==> config.mk <==
export PLATFORM = sky130hd
export DESIGN_NAME = pllphase_seq_ctrl
export DESIGN_NICKNAME = d
export VERILOG_FILES = /design/src/rtl/pllphase_ctrl_pkg.sv /design/src/rtl/pll_toggle_mon.sv /design/src/rtl/pllphase_seq_ctrl.sv
export SDC_FILE = /design/constraint.sdc
export NUM_CORES = 1
export LEC_CHECK = 0
export CORE_MARGIN = 2
export CORE_UTILIZATION = 55
export CTS_BUF_LIST = sky130_fd_sc_hd__clkbuf_4
export DETAILED_ROUTE_END_ITERATION = 8
export PLACE_DENSITY = 0.81
export RECOVER_POWER = 100
export SYNTH_ARGS = -nofsm -noshare
export SYNTH_HDL_FRONTEND = slang
export SYNTH_SLANG_ARGS = --single-unit
==> constraint.sdc <==
create_clock -name CLK -period 6 [get_ports CLK]
set_clock_uncertainty 0.15 [all_clocks]
set_input_delay 1.2 -clock CLK [delete_from_list [all_inputs] [get_ports CLK]]
set_output_delay 1.2 -clock CLK [all_outputs]
set_load 0.02 [all_outputs]
==> src/rtl/pllphase_ctrl_pkg.sv <==
// Shared types and constants for the PLL phase-divider sequencing controller.
package pllphase_ctrl_pkg;

  typedef enum logic [1:0] {
    ST_HOLD   = 2'd0,
    ST_SETTLE = 2'd1,
    ST_READY  = 2'd2,
    ST_FAULT  = 2'd3
  } state_e;

  // Divider is considered live once this many f_dvd2 edges were seen in the window.
  localparam int MIN_TOGGLES = 2;

  localparam int   DEF_HOLD_CYC   = 4;
  localparam int   DEF_SETTLE_CYC = 16;
  localparam logic DEF_CBIT_RST   = 1'b0;
  localparam int   DEF_CNT_W      = 5;

  function automatic logic [1:0] sat_inc2(input logic [1:0] v);
    return (v == 2'd3) ? 2'd3 : v + 2'd1;
  endfunction

endpackage

==> src/rtl/pll_toggle_mon.sv <==
// Liveness monitor: registers f_dvd2 and counts its changes (saturating at 3).
module pll_toggle_mon
  import pllphase_ctrl_pkg::*;
(
  input  logic       CLK,
  input  logic       RESETB,
  input  logic       clr,
  input  logic       en,
  input  logic       f_dvd2,
  output logic [1:0] tog_cnt
);

  logic       f_dvd2_q_r;
  logic [1:0] tog_cnt_r;
  logic [1:0] tog_cnt_s;

  // next toggle count: clear wins, otherwise count changes while enabled
  always_comb begin
    tog_cnt_s = tog_cnt_r;
    if (clr) begin
      tog_cnt_s = 2'd0;
    end else if (en && (f_dvd2 != f_dvd2_q_r)) begin
      tog_cnt_s = sat_inc2(tog_cnt_r);
    end else begin
      tog_cnt_s = tog_cnt_r;
    end
  end

  // sample register and toggle counter
  always_ff @(posedge CLK or negedge RESETB) begin
    if (!RESETB) begin
      f_dvd2_q_r <= 1'b0;
      tog_cnt_r  <= 2'd0;
    end else begin
      f_dvd2_q_r <= f_dvd2;
      tog_cnt_r  <= tog_cnt_s;
    end
  end

  assign tog_cnt = tog_cnt_r;

endmodule

==> src/rtl/pllphase_seq_ctrl.sv <==
// Sequences divide-mode changes of the PLL phase divider: hold in reset while
// cbit changes, release, then verify f_dvd2 activity before reporting ready.
module pllphase_seq_ctrl
  import pllphase_ctrl_pkg::*;
#(
  parameter int   HOLD_CYC   = DEF_HOLD_CYC,
  parameter int   SETTLE_CYC = DEF_SETTLE_CYC,
  parameter logic CBIT_RST   = DEF_CBIT_RST,
  parameter int   CNT_W      = DEF_CNT_W
)(
  input  logic CLK,
  input  logic RESETB,
  input  logic req,
  input  logic req_cbit,
  input  logic f_dvd2,
  output logic ack,
  output logic sr,
  output logic cbit,
  output logic busy,
  output logic ready,
  output logic fault
);

  localparam logic [CNT_W-1:0] CNT_ZERO    = {CNT_W{1'b0}};
  localparam logic [CNT_W-1:0] CNT_ONE     = CNT_W'(1);
  localparam logic [CNT_W-1:0] HOLD_LAST   = CNT_W'(HOLD_CYC - 1);
  localparam logic [CNT_W-1:0] SETTLE_LAST = CNT_W'(SETTLE_CYC - 1);
  localparam logic [1:0]       TOG_MIN     = 2'(MIN_TOGGLES);

  state_e           state_r, state_s;
  logic [CNT_W-1:0] cnt_r, cnt_s;
  logic             mode_r, mode_s;
  logic             accept_s;
  logic [1:0]       tog_cnt_s;
  logic             mon_clr_s, mon_en_s;

  logic sr_s, busy_s, ready_s, fault_s;
  logic ack_r, sr_r, cbit_r, busy_r, ready_r, fault_r;

  assign mon_clr_s = (state_r == ST_HOLD);
  assign mon_en_s  = (state_r == ST_SETTLE);

  pll_toggle_mon u_toggle_mon (
    .CLK     (CLK),
    .RESETB  (RESETB),
    .clr     (mon_clr_s),
    .en      (mon_en_s),
    .f_dvd2  (f_dvd2),
    .tog_cnt (tog_cnt_s)
  );

  // state, counter and latched mode register
  always_ff @(posedge CLK or negedge RESETB) begin
    if (!RESETB) begin
      state_r <= ST_HOLD;
      cnt_r   <= CNT_ZERO;
      mode_r  <= CBIT_RST;
    end else begin
      state_r <= state_s;
      cnt_r   <= cnt_s;
      mode_r  <= mode_s;
    end
  end

  // next-state, counter and request acceptance
  always_comb begin
    state_s  = state_r;
    cnt_s    = cnt_r;
    mode_s   = mode_r;
    accept_s = 1'b0;
    case (state_r)
      ST_HOLD: begin
        if (cnt_r == HOLD_LAST) begin
          state_s = ST_SETTLE;
          cnt_s   = CNT_ZERO;
        end else begin
          cnt_s = cnt_r + CNT_ONE;
        end
      end
      ST_SETTLE: begin
        if (cnt_r == SETTLE_LAST) begin
          cnt_s   = CNT_ZERO;
          state_s = (tog_cnt_s >= TOG_MIN) ? ST_READY : ST_FAULT;
        end else begin
          cnt_s = cnt_r + CNT_ONE;
        end
      end
      ST_READY, ST_FAULT: begin
        // a request held through HOLD/SETTLE is picked up here
        if (req) begin
          accept_s = 1'b1;
          state_s  = ST_HOLD;
          cnt_s    = CNT_ZERO;
          mode_s   = req_cbit;
        end else begin
          state_s = state_r;
        end
      end
      default: begin
        state_s = ST_HOLD;
        cnt_s   = CNT_ZERO;
      end
    endcase
  end

  // output decode from the next state so the registered outputs line up with it
  always_comb begin
    sr_s    = 1'b1;
    busy_s  = 1'b1;
    ready_s = 1'b0;
    fault_s = 1'b0;
    case (state_s)
      ST_HOLD: begin
        sr_s   = 1'b1;
        busy_s = 1'b1;
      end
      ST_SETTLE: begin
        sr_s   = 1'b0;
        busy_s = 1'b1;
      end
      ST_READY: begin
        sr_s    = 1'b0;
        busy_s  = 1'b0;
        ready_s = 1'b1;
      end
      ST_FAULT: begin
        sr_s    = 1'b1;
        busy_s  = 1'b0;
        fault_s = 1'b1;
      end
      default: begin
        sr_s   = 1'b1;
        busy_s = 1'b1;
      end
    endcase
  end

  // output registers
  always_ff @(posedge CLK or negedge RESETB) begin
    if (!RESETB) begin
      ack_r   <= 1'b0;
      sr_r    <= 1'b1;
      cbit_r  <= CBIT_RST;
      busy_r  <= 1'b1;
      ready_r <= 1'b0;
      fault_r <= 1'b0;
    end else begin
      ack_r   <= accept_s;
      sr_r    <= sr_s;
      cbit_r  <= mode_s;
      busy_r  <= busy_s;
      ready_r <= ready_s;
      fault_r <= fault_s;
    end
  end

  assign ack   = ack_r;
  assign sr    = sr_r;
  assign cbit  = cbit_r;
  assign busy  = busy_r;
  assign ready = ready_r;
  assign fault = fault_r;

endmodule

==> results_dict.tcl, run 1 <==
set metrics [dict create \
    pwr-share-seq 0.497 \
    ys_async_sr_fraction 1.00 \
    hpwlAfterDp_mm 1.01 \
    die_h_um 41.0 \
    cts_sinks 16 \
    gr-usage-met2 0.316 \
    antenna_found_initial 0 \
    end_kind "output pin" \
    cts-root-buf "clkbuf_4" \
    io_buffers 10 \
    pwr-share-clk 0.165 \
    clock_latency_ns 0.28 \
    synthFlopType "dfrtp_1" \
    gr-usage-met3 0.0652 \
    drive_above_1_share 0.114 \
    post_cts_buffers 0 \
    cts_hold_buf 0 \
    area_growth_pct 18.3 \
    post_cts_resized 0 \
    cp.required_ns 4.65 \
    cp_max_fo 1 \
    synth_edf_count 0 \
    holdWs_ns 0.359 \
    syn_area_um2 752 \
    comb_power_share 0.339 \
    powerDensity_nw_per_um2 370 \
    synthesis.instances 67 \
    grt_pass1_wl_mm 2.04 \
    viasPerCell 5.54 \
    ys_warn_count 0 \
    synth-seq-cells 16 \
    antenna_cells 0 \
    drtAntennaViolNets 0 \
    crit_type "flop to output pin" \
    drt-total-wl_mm 1.34 \
    period_needed_ns 2.82 \
    vias 521 \
    initial_core_util 0.585 \
    grtUsageMet1 0.228 \
    ys_types 28 \
    busiest_layer "met2" \
    cp_num_buf_inv 1 \
    tightestPinTransition_ns 0.698 \
    swShare 0.335 \
    finalSetupViolCount 0 \
    place_ws_ns 3.26 \
    p_int_uw 219 \
    min_path_type "flop to flop" \
    min_period_over_period 0.470 \
    cts_buffers 3 \
    cpMaxStageDelayCell "dlygate4sd3_1" \
    nets 91 \
    setup_tns_ns 0 \
    p_sw_uw 110 \
    crit_chain "dlygate4sd3_1" \
    drt_iter0_markers 10 \
    fill_cells 108 \
    grt_max_degree 17 \
    slew_viol_final 0 \
    synth_nets 77 \
    finalWeightedCongestion 0.737 \
    htreeDepth 1 \
    p_leak_nw 0.417 \
    die_w_um 41.0 \
    max_clock_freq_mhz 355 \
    critical-path-top-delay-family "buffers and inverters" \
    drcViolationCount 0 \
    hold_viol 0 \
    final_util 0.692 \
    slowest_delay_ns 0.66 \
    start_kind "flop" \
    track_usage 0.199 \
    maxCapViolations 0 \
    cts_buffer_depth 2 \
    final_area_um2 890 \
    dieArea_um2 1680 \
    status "completed" \
    maxSlewHeadroom 0.533 \
    arrival_ns 1.47 \
    wl_per_cell_um 14.2 \
    drt_first_pass_iters 4 \
    place_area_um2 867 \
    avgSynthCellArea_um2 11.2 \
    ir_worst_vdd_uv 209 \
    path_clk_slew_ns 0.08 \
    synth-seq-area-share 0.536 \
    grt.overflow.total 0 \
    grt_setup_unrepaired "false" \
    core_region_area_um2 1280 \
    row_count 13 \
    cts_tree "yes" \
    io_pins 11 \
    grt_pass1_vias 494 \
    setup_slack_ns 3.18 \
]
## power groups by stage
stage / Clock, mW / Sequential, mW / Combinational (mW)
floorplan: 0 / 0.168 / 0.0754
global placement: 0 / 0.164 / 0.109
detailed placement: 0 / 0.166 / 0.116
CTS: 0.0559 / 0.164 / 0.116
global route: 0.0617 / 0.167 / 0.125
finish: 0.0541 / 0.163 / 0.111
## state kept, by name, summed over array words and instances, names as in the netlist
name                     count
u_toggle_mon.tog_cnt         2
cnt_r                        5
ack                          1
sr                           1
u_toggle_mon.f_dvd2_q_r      1
state_r                      2
ready                        1
busy                         1
cbit                         1
fault                        1
## area by class of cell
cell class,instances,area (µm²),share of cell area
Tap cell,15,18.8,0.0211
Multi-Input combinational cell,43,319,0.359
Timing Repair Buffer,10,100,0.113
Sequential cell,16,403,0.453
Clock buffer,3,22.5,0.0253
Inverter,7,26.3,0.0295
## placed cells by master, fill, tap and decap left out, drive strengths merged
cell type	Yosys	layout
a21oi	2	2
a22oi	1	1
and2	1	1
and3	2	2
clkbuf	1	3
clkdlybuf4s50	0	1
dfrtp	14	14
dfstp	2	2
dlygate4sd3	0	9
ha	5	5
inv	7	7
mux2	1	1
mux2i	1	1
nand2	7	7
nand2b	1	1
nand3	1	1
nor2	1	1
nor2b	5	5
o21a	1	1
o21ai	5	5
o221ai	1	1
o31a	1	1
o32a	1	1
o32ai	2	2
o41ai	1	1
or4b	1	1
xnor2	1	1
xor2	1	1
## through the flow
step           power, mW  instances
3_3_place_gp       0.273         91
5_1_grt            0.353         94
6_report           0.329         94
3_5_place_dp       0.282         91
2_1_floorplan      0.243         67
4_1_cts            0.336         94
## logic make-up (layout without fill, tap and decap cells)
logic type / after synthesis / after routing / share of synthesized area
flip-flops: 16 / 16 / 0.536
multiplexers: 2 / 2 / 0.0283
adder cells (fa/ha/maj): 5 / 5 / 0.0832
AND/OR/NAND/NOR: 19 / 19 / 0.151
buffers and inverters: 8 / 20 / 0.0399
AO/OA/AOI/OAI: 15 / 15 / 0.138
XOR/XNOR: 2 / 2 / 0.0233
## synth_stat cells (2+ instances only)
master   number  area share
a21oi_1       2       0.013
dfrtp_1      14        0.47
dfstp_2       2       0.070
ha_1          5       0.083
inv_1         7       0.035
nand2_1       7       0.035
nor2b_1       4       0.033
o21ai_0       5       0.033
o32ai_1       2       0.023
## path summary, 6_finish.rpt
kind                       startpoint                      end  slack, ns  cells past startpoint
setup / recovery                   sr                       sr       3.18                      1
hold / removal               cnt_r[0]                 cnt_r[0]       0.36                      1
setup reg to reg             cnt_r[0]                       sr       3.91                      7
hold reg to reg              cnt_r[0]                 cnt_r[0]       0.36                      1
max in group asynchronous      RESETB                      ack       4.01                      1
min in group asynchronous      RESETB  u_toggle_mon.tog_cnt[1]       1.25                      1
## metal layers
layer  wire length, µm  vias up  part of all wire
met5                 0        -                 0
met4                27        0             0.020
met3                56        4             0.042
met2               654       13              0.49
met1               601      249              0.45
li1                  -      255                 -
(Power assumes the default switching activity.)
==> run 2, diff against run 1 <==
--- a/config.mk
+++ b/config.mk
@@ -6,10 +6,10 @@
 export NUM_CORES = 1
 export LEC_CHECK = 0
 export CORE_MARGIN = 2
-export CORE_UTILIZATION = 55
+export CORE_UTILIZATION = 54
 export CTS_BUF_LIST = sky130_fd_sc_hd__clkbuf_4
 export DETAILED_ROUTE_END_ITERATION = 8
-export PLACE_DENSITY = 0.81
+export PLACE_DENSITY = 0.79
 export RECOVER_POWER = 100
 export SYNTH_ARGS = -nofsm -noshare
 export SYNTH_HDL_FRONTEND = slang
==> constraint.sdc (replaced) <==
create_clock -name CLK -period 2.6 [get_ports CLK]
set_clock_uncertainty 0.15 [all_clocks]
set_input_delay 0.52 -clock CLK [delete_from_list [all_inputs] [get_ports CLK]]
set_output_delay 0.52 -clock CLK [all_outputs]
set_load 0.02 [all_outputs]
==> run 2 against run 1 <==
Flip-flop and latch count unchanged. Worst setup slack worse by 2.7 ns. Largest power group unchanged. Critical path depth unchanged.
==> results_dict.tcl, run 2 (synthesis gave the netlist of run 1 again) <==
set metrics [dict create \
    place_ws_ns 0.490 \
    period_needed_ns 2.13 \
    drt_first_pass_iters 4 \
    drtAntennaViolNets 0 \
    hpwlAfterDp_um 897 \
    hold_viol 0 \
    drt_iter0_markers 9 \
    cts_hold_buf 0 \
    cts_buffers 3 \
    regMostFlops "cnt_r" \
    row_count 13 \
    cpMaxStageDelayCell "dlygate4sd3_1" \
    post_cts_resized 0 \
    maxSlewHeadroom 0.537 \
    powerDensity_nw_per_um2 848 \
    cts_sinks 16 \
    cp.required_ns 1.93 \
    grt_pass1_vias 413 \
    grt_pass1_wl_mm 1.79 \
    grt_setup_unrepaired "false" \
    min_path_type "flop to flop" \
    end_kind "output pin" \
    cts-root-buf "clkbuf_4" \
    io_pins 11 \
    cp_max_fo 1 \
    wl_per_cell_um 12.5 \
    tightestPinTransition_ns 0.693 \
    p_leak_nw 0.408 \
    grt.overflow.total 0 \
    largest_reg_flops 5 \
    final_common_cell "dfrtp_1" \
    initial_core_util 0.578 \
    finalWeightedCongestion 0.736 \
    nets 91 \
    slowest_delay_ns 0.67 \
    clock_latency_ns 0.28 \
    viasPerCell 5.48 \
    p_total_uw 748 \
    cts_buffer_depth 2 \
    setup_tns_ns 0 \
    grt_max_degree 17 \
    drt-total-wl_mm 1.19 \
    ir_worst_vdd_uv 447 \
    maxCapViolations 0 \
    dieArea_um2 1710 \
    slew_viol_final 0 \
    start_kind "flop" \
    cp_num_buf_inv 1 \
    arrival_ns 1.46 \
    layout_common_cells "14 x dfrtp_1, 9 x dlygate4sd3_1, 7 x inv_1, 7 x nand2_1" \
    drive_above_1_share 0.0875 \
    path_clk_slew_ns 0.09 \
    crit_chain "dlygate4sd3_1" \
    drcViolationCount 0 \
    track_usage 0.167 \
    area_growth_pct 17.3 \
    antenna_found_initial 0 \
    finalSetupViolCount 0 \
    setup_slack_ns 0.467 \
    vias 521 \
    crit_type "flop to output pin" \
    die_h_um 41.3 \
    die_w_um 41.3 \
    min_period_over_period 0.820 \
    final_util 0.678 \
    status "completed" \
    cts_tree "yes" \
    htreeDepth 1 \
    antenna_cells 0 \
    post_cts_buffers 0 \
    core_region_area_um2 1300 \
    critical-path-top-delay-family "buffers and inverters" \
    io_buffers 10 \
    max_clock_freq_mhz 469 \
]
==> run 2: final cells by class <==
| cell class | instances | area (µm²) |
|---|---|---|
| fillers | 101 | 419 |
| flip-flops and latches | 16 | 403 |
| multi-input cells | 43 | 308 |
| repair buffers | 10 | 100 |
| inverters | 7 | 26.3 |
| clock buffers | 3 | 22.5 |
| well taps | 15 | 18.8 |
| clock inverters | 1 | 3.75 |
==> run 2: metal layers <==
| metal | GRT usage | share of wire | vias up |
|---|---|---|---|
| li1 | - | - | 261 |
| met2 | 0.254 | 0.45 | 10 |
| met4 | 0.0968 | 0.010 | 0 |
| met5 | 0 | 0 | - |
| met3 | 0.0319 | 0.035 | 2 |
| met1 | 0.222 | 0.50 | 248 |
==> run 2: per-stage QoR <==
step           instance area [µm²]  std cells  hold slack [ns]
2_1_floorplan                  752         67           0.0744
3_3_place_gp                   867         91            0.338
3_5_place_dp                   867         91            0.352
4_1_cts                        893         95            0.368
5_1_grt                        882         95            0.369
6_report                       882         95            0.357
==> run 2: worst reg2reg max path, cell delays in order (launching register included) <==
cell and delay [ns]:
dfrtp_1 0.40, ha_1 0.21, or4b_1 0.50, nor2b_1 0.19, o32ai_1 0.29, ha_1 0.28, inv_1 0.05
==> run 2: power by group <==
group / total (mW) / internal (mW) / switching [mW]
Clock: 0.131 / 0.0556 / 0.0753
Sequential: 0.374 / 0.320 / 0.0534
Combinational: 0.244 / 0.120 / 0.124
Total: 0.748 / 0.496 / 0.253
==> run 2: worst paths after layout <==
path	depth (start not counted)	end	slack [ns]	start
worst min register to register	1	cbit	0.36	cbit
min in group asynchronous	1	u_toggle_mon.tog_cnt[0]	0.57	RESETB
max in group asynchronous	1	ack	1.30	RESETB
worst min-delay path	1	cbit	0.36	cbit
worst max-delay path	1	sr	0.47	sr
worst max register to register	6	sr	0.49	cnt_r[0]
